==> config.mk <==
export PLATFORM = sky130hd
export DESIGN_NAME = fifo16_wr_arbiter
export DESIGN_NICKNAME = d
export VERILOG_FILES = /design/src/rtl/fifo16_wr_arbiter.sv
export SDC_FILE = /design/constraint.sdc
export NUM_CORES = 1
export LEC_CHECK = 0
export ABC_AREA = 1
export CORE_ASPECT_RATIO = 0.5
export CORE_MARGIN = 2
export CORE_UTILIZATION = 35
export DETAILED_ROUTE_END_ITERATION = 10
export PLACE_DENSITY_LB_ADDON = 0.2
export SETUP_SLACK_MARGIN = 0.3
export SLEW_MARGIN = 30
export SYNTH_ARGS = -nofsm -noshare
export SYNTH_HDL_FRONTEND = slang
export SYNTH_SLANG_ARGS = --single-unit
==> constraint.sdc <==
create_clock -name clk_i -period 2.5 [get_ports clk_i]
set_clock_uncertainty 0.15 [all_clocks]
set_input_delay 0.625 -clock clk_i [delete_from_list [all_inputs] [get_ports clk_i]]
set_output_delay 0.625 -clock clk_i [all_outputs]
set_load 0.01 [all_outputs]
==> src/rtl/fifo16_wr_arbiter.sv <==
// Round-robin, credit-flow-controlled arbiter feeding the 1-bit write port of a 16-entry serial FIFO.
// Optional accepted-bit counter is compiled in with FIFO16_ARB_STATS_EN.
module fifo16_wr_arbiter #(
    parameter int N_REQ     = 4,
    parameter int BURST_MAX = 8,
    parameter int DEPTH     = 15
) (
    input  logic             clk_i,
    input  logic             rst_i,
    input  logic [N_REQ-1:0] req_i,
    input  logic [N_REQ-1:0] req_din_i,
    input  logic [N_REQ-1:0] req_dv_i,
    input  logic [N_REQ-1:0] req_last_i,
    output logic [N_REQ-1:0] gnt_o,
    output logic             ready_o,
    output logic             fifo_din_o,
    output logic             fifo_din_dv_o,
    input  logic             credit_ret_i,
    output logic [4:0]       credits_o,
    output logic             credit_err_o,
    output logic             busy_o,
    output logic [15:0]      stat_bits_o
);
    localparam int PTR_W = (N_REQ > 1) ? $clog2(N_REQ) : 1;
    localparam logic [0:0] ST_IDLE = 1'b0;
    localparam logic [0:0] ST_XFER = 1'b1;

    logic [0:0]       state_q, state_d;
    logic [N_REQ-1:0] gnt_q, gnt_d;
    logic [PTR_W-1:0] ptr_q, ptr_d;
    logic [3:0]       burst_q, burst_d;
    logic [4:0]       credits_q, credits_d;
    logic             err_q, err_d;
    logic             din_q, din_d;
    logic             dv_q, dv_d;

    logic             ready, accept, sel_last, sel_din, sel_req, found;
    logic [PTR_W-1:0] sel_idx;
    int               rr_idx;

    assign ready    = (state_q == ST_XFER) && (credits_q != 5'd0);
    assign accept   = ready && |(gnt_q & req_dv_i);
    assign sel_last = |(gnt_q & req_last_i);
    assign sel_din  = |(gnt_q & req_din_i);
    assign sel_req  = |(gnt_q & req_i);

    // Search starts one past the last granted requester so every requester gets a turn.
    always_comb begin
        found   = 1'b0;
        sel_idx = ptr_q;
        rr_idx  = 0;
        for (int k = 1; k <= N_REQ; k++) begin
            rr_idx = int'(ptr_q) + k;
            if (rr_idx >= N_REQ) rr_idx = rr_idx - N_REQ;
            if (!found && req_i[PTR_W'(rr_idx)]) begin
                found   = 1'b1;
                sel_idx = PTR_W'(rr_idx);
            end
        end
    end

    always_comb begin
        state_d = state_q;
        gnt_d   = gnt_q;
        ptr_d   = ptr_q;
        burst_d = burst_q;
        din_d   = din_q;
        dv_d    = accept;
        if (accept) din_d = sel_din;
        case (state_q)
            ST_IDLE: begin
                if (found) begin
                    state_d = ST_XFER;
                    gnt_d   = {{(N_REQ-1){1'b0}}, 1'b1} << sel_idx;
                    ptr_d   = sel_idx;
                    burst_d = 4'd0;
                end
            end
            default: begin
                if (accept) burst_d = burst_q + 4'd1;
                // The IDLE hop after every burst produces the mandatory one-cycle grant gap.
                if ((accept && (sel_last || burst_q == 4'(BURST_MAX - 1))) || !sel_req) begin
                    state_d = ST_IDLE;
                    gnt_d   = '0;
                end
            end
        endcase
    end

    always_comb begin
        credits_d = credits_q;
        err_d     = err_q;
        if (accept && !credit_ret_i) begin
            credits_d = credits_q - 5'd1;
        end else if (credit_ret_i && !accept) begin
            if (credits_q == 5'(DEPTH)) err_d = 1'b1;
            else                        credits_d = credits_q + 5'd1;
        end
    end

    always_ff @(posedge clk_i) begin
        if (rst_i) begin
            state_q   <= ST_IDLE;
            gnt_q     <= '0;
            ptr_q     <= PTR_W'(N_REQ - 1);
            burst_q   <= 4'd0;
            credits_q <= 5'(DEPTH);
            err_q     <= 1'b0;
            din_q     <= 1'b0;
            dv_q      <= 1'b0;
        end else begin
            state_q   <= state_d;
            gnt_q     <= gnt_d;
            ptr_q     <= ptr_d;
            burst_q   <= burst_d;
            credits_q <= credits_d;
            err_q     <= err_d;
            din_q     <= din_d;
            dv_q      <= dv_d;
        end
    end

`ifdef FIFO16_ARB_STATS_EN
    logic [15:0] stat_q;
    always_ff @(posedge clk_i) begin
        if (rst_i)       stat_q <= 16'h0000;
        else if (accept) stat_q <= stat_q + 16'd1;
    end
    assign stat_bits_o = stat_q;
`else
    assign stat_bits_o = 16'h0000;
`endif

    assign gnt_o         = gnt_q;
    assign ready_o       = ready;
    assign fifo_din_o    = din_q;
    assign fifo_din_dv_o = dv_q;
    assign credits_o     = credits_q;
    assign credit_err_o  = err_q;
    assign busy_o        = (state_q == ST_XFER);
endmodule

# == Word level (Yosys, flattened, before mapping) ==
# Index checks and enable logic that the tools add are counted.
# totals
ff_bits,19
input_bits,19
out_inout_bits,30
wordCells,103
# classes
add_sub_neg,11
n_lt_le_gt_ge,8
n_eq_ne,5
n_shift,1
n_mux,36
bitwise,6
reduce_logical,28
# ops
cell,count
2-to-1 mux 4 bit,6
AND 4 bit,4
< comparator 2 x 4 -> 1 bit (second input constant),4
2-to-1 mux 2 bit,8
OR reduction 4 bit,4
2-to-1 mux 1 bit,15
2-to-1 mux 5 bit,3
greater-or-equal comparator 3 bit (second input constant),3
binary-select mux 1 bit (select 2 bit),4
logical AND 1 bit,8
AND reduction 2 bit,4
subtractor 2 x 1 -> 2 bit (second input constant),4
adder 2 x 2 -> 3 bit (second input constant),2
logical NOT 1 bit,6
adder 5 x 1 -> 5 bit (second input constant),1
equality test 5 x 4 -> 1 bit (second input constant),1
nonzero test 5 bit,1
subtractor 5 x 1 -> 5 bit (second input constant),1
adder 2 x 3 -> 4 bit (second input constant),1
adder 4 x 1 -> 4 bit (second input constant),1
equality test 4 x 3 -> 1 bit (second input constant),1
greater-or-equal comparator 4 x 3 -> 1 bit (second input constant),1
inequality test 2 x 1 -> 1 bit (second input constant),2
nonzero test 2 bit,2
other kinds (6),8

# == Logic depth before layout (Yosys ltp) ==
# Gate-level depths: netlist of the first run.
# depth
word_depth,19
depth_mapped,14
ltp_nobuf,14

# == Worst setup path before layout of the first run ==
# OpenSTA, ideal clock, no wires.
# synth_path
path_type,input port to flip-flop
from,input port req_dv_i[2]
to,register credits_q[4] (netlist: credits_o[4])
setup_time_ps,113
arrival_ps,2187
required_time_ps,2237
slack_ps,50
cell_stages,14
path_buffers,0
path_cell_list,nand2_1 > nand3_1 > a21oi_1 > nor2_1 > ha_1 > ha_1 > nand2_1 > nand2_1 > a21oi_1 > a21oi_1 > o21ai_0 > nand2_1 > nand2_1 > nor2_1
# synth_via
elab_chain_len,7
elab_cells_between_ends,10
classes_between,eq/ne: 1; mux: 1; bitwise: 1; reduce/logical: 7
# synth_lines
element,line,source
start: declaration,12,"input logic [N_REQ-1:0] req_dv_i,"
AND 4 bit (*),42,assign accept = ready && |(gnt_q & req_dv_i);
OR reduction 4 bit (*),42,
logical AND 1 bit (*),42,
net accept,37,"logic ready, accept, sel_last, sel_din, sel_req, found;"
logical NOT 1 bit,95,end else if (credit_ret_i && !accept) begin
logical AND 1 bit,95,
nonzero test 2 bit (no source line),-,
AND reduction 2 bit (no source line),-,
end signal: assignment,107,credits_q <= 5'(DEPTH);
end signal: assignment,116,credits_q <= credits_d;
end: declaration,32,"logic [4:0] credits_q, credits_d;"
# Mark *: on every way through the listed nets, which the timed path passes. The rest lies on a longest branch.
# A chain may end at the register's enable or synchronous reset.

# == Final worst setup path of the first run ==
# Same ends and word-level chain as after synthesis.

==> flow_summary.toml, run 1 <==
[clock_tree]
clock_latency_ns = 0.26
cts_buffer_depth = 2
clkTransAtPathRegs_ns = 0.07
htree_num_levels = 1
clockRootBuffer = "clkbuf_8"
cts_hold_repair.buffers = 0
numCtsBuffers = 3
cts_tree = "yes"
clock_sinks = 19

[logic_synthesis]
synthSimpleGateAreaFrac_pct = 39.0
netlist_area_um2 = 1460
avgSynthCellArea_um2 = 6.86
synthXorXnorAreaFrac_pct = 0.602
synthMuxAreaShare_pct = 0
synth.distinct_cells = 32
ys_seq_area_share_pct = 26.1
synthesis.instances = 212
synth_fa_ha_area_share_pct = 6.53
synthArstFlopShare_pct = 0
synth-edff-count = 0
synth_top_family_by_area = "simple AND/OR/NAND/NOR gates"
synth-compound-area-share_pct = 12.0
ys_ff_latch = 19
yosysWarningCount = 0
synth_flop_cell = "dfxtp_1"

[timing]
max_freq_ghz = 0.452
hold_viol_final = 0
fin_crit_sh_pct = 88.5
slew_violations = 0
min_period_ns = 2.21
setup_violations = 0
rsz0062_at_grt = "yes"

[floorplanning]
die-area_um2 = 4720
row_count = 16
core_region_area_um2 = 3940
start_util_pct = 36.9
die_x_um = 95.2
io_pins = 49
die_h_um = 49.6

[drt]
wirelength_um = 3640
ant_nets = 0
drt_iter0_drc = 32
vias = 1451
drc = 0
firstDrtPassIters = 4
routedWlPerCell_um = 11.7
routed_via_density = 4.65

[pwr]
ir_worst_vdd_v = 0.000592
power_uw = 2610
p_leak_uw = 0.000962
powerDensity_nw_per_um2 = 1270

[setup_path]
worstPathRequired_ns = 2.51
worstReg2RegEnd = "credits_o[4]$_SDFFE_PP0P_"
worstRegToRegCells = 15
reg2reg_from = "credits_o[2]$_SDFFE_PP1P_"
worst_ep_arrival_time_ns = 2.22
startpoint_type = "primary input"
worstSetupEndpointType = "register"
cp_max_fo = 4
crit_type = "in2reg"
regToRegSetupSlack_ns = 0.34

[layout]
drive_gt1_share_pct = 27.9
fillCellCount = 380
final_nets = 285
syn_to_final_growth_pct = 40.8
final_cell_area_um2 = 2050
diodes = 0

[global_route]
grt_use_total_pct = 15.6
antenna_found_initial = 0
grt_pass1_vias = 1268
grt_max_degree = 11
grt_pass1_wl_um = 5820
grt_overflow = 0

[min_path]
min_to = "credit_err_o$_SDFFE_PP0P_"
hold_depth = 2
hp-class = "reg2reg"
worst_hold_startpoint = "credit_err_o$_SDFFE_PP0P_"

[placed_design]
portBuffers = 32
hpwl_um = 2730
placed_area_um2 = 1850
gp_congestion = 0.822

[run]
drv_cap = 0

[run_status]
status = "complete, no violations"
## worst max-delay path, stage by stage
cell	delay, ns
buf_6	0.09
nand2_2	0.05
nand3_2	0.08
a21oi_2	0.15
nor2_4	0.06
ha_4	0.17
buf_4	0.15
ha_4	0.25
nand2_4	0.07
nand2_4	0.06
a21oi_4	0.17
a21oi_2	0.08
o21ai_2	0.06
nand2_1	0.06
nand2_1	0.05
nor2_1	0.04
## layout by cell type, fill, tap and decap left out, types with 3 or more instances in the layout
cell             instances
inv_1                   17
buf_4                   13
a21oi_1                 13
buf_6                    3
conb_1                  16
nand2_1                 51
ha_1                     4
nand2_4                 10
clkbuf_8                 3
nand2_2                 15
dfxtp_2                  4
nand3_1                 15
o21ai_0                  5
o21ai_2                  3
clkdlybuf4s50_1         24
dfxtp_1                 13
nor2_1                  12
## cells in the mapped netlist, types with 2 or more instances
master / number / area share, %
nor2_8: 2 / 2.8
o21ai_0: 6 / 2.1
a21oi_1: 16 / 5.5
nand4_1: 2 / 0.86
inv_1: 18 / 4.6
dfxtp_1: 19 / 26
nand2_1: 60 / 15
o21ai_1: 2 / 0.69
nand2_2: 11 / 4.7
buf_4: 16 / 8.3
nor2_1: 13 / 3.4
nand3_1: 16 / 5.5
nand2_4: 5 / 3.9
ha_1: 6 / 5.2
or2_2: 2 / 0.86
inv_6: 2 / 1.2
## report_power, final
part / switching (uW) / total (uW) / internal (uW)
Combinational: 985 / 1800 / 811
Clock: 102 / 215 / 113
Sequential: 166 / 598 / 432
## metal layers
metal	global-route usage [%]	share of wire (%)
met5	0	0
met2	26.3	48
met4	2.42	1.7
met3	3.67	4.3
met1	20.8	46
## registers in the layout, indices dropped and copies added (netlist names)
register       flops
credit_err_o       1
fifo_din_o         1
credits_o          5
busy_o             1
ptr_q              2
gnt_o              4
fifo_din_dv_o      1
burst_q            4
## worst max-delay path by stage
stage	startpoint	endpoint	slack, ns
2_1_floorplan	req_dv_i[2]	credits_o[4]$_SDFFE_PP0P_	0.18
3_3_place_gp	req_dv_i[1]	credits_o[4]$_SDFFE_PP0P_	-0.30
3_5_place_dp	req_dv_i[2]	credits_o[4]$_SDFFE_PP0P_	-0.35
4_1_cts	req_dv_i[1]	credits_o[4]$_SDFFE_PP0P_	0.27
5_1_grt	req_dv_i[2]	credits_o[4]$_SDFFE_PP0P_	0.19
6_report	req_dv_i[2]	credits_o[4]$_SDFFE_PP0P_	0.29
## timing repair
| item | CTS | global route |
|---|---|---|
| gates resized for setup | 27 | 24 |
| endpoints found under the setup margin | 6 | 8 |
| setup buffers | 4 | 0 |
| pin swaps | 11 | 15 |
## cells by family after synthesis
logic type	Yosys count
and+or+nand+nor	114
buffers and inverters	39
AOI/OAI and AO/OA	31
DFF	19
adders and majority gates	7
xor gates and xnor gates	1
other	1
## final cells by class
cell class,count,area [um^2],share of cell area (%)
Multi-Input combinational cell,169,1030,50.3
Timing Repair Buffer,45,424,20.7
Sequential cell,19,393,19.2
Inverter,21,88.8,4.33
Tap cell,54,67.6,3.30
Clock buffer,4,45.0,2.20
## per-stage QoR
step,std cells,hold slack (ns),util [%],setup TNS (ns),setup WS (ns)
global placement,304,0.301,46.8,-0.804,-0.296
global route,312,0.334,52.0,0,0.188
CTS,312,0.311,49.6,0,0.266
finish,312,0.314,52.0,0,0.288
detailed placement,304,0.295,46.8,-0.971,-0.351
floorplan,227,0.309,-,0,0.185
(Power assumes the default switching activity.)
==> run 2: changes to the inputs <==
CAP_MARGIN = 10   (was unset)
==> results of run 2 <==
The final DEF is identical to that of run 1; final timing and power are the same.
==> run 3: changes to the inputs <==
SLEW_MARGIN = 20   (was 30)
==> results of run 3 <==
The final DEF is identical to that of run 1; final timing and power are the same.
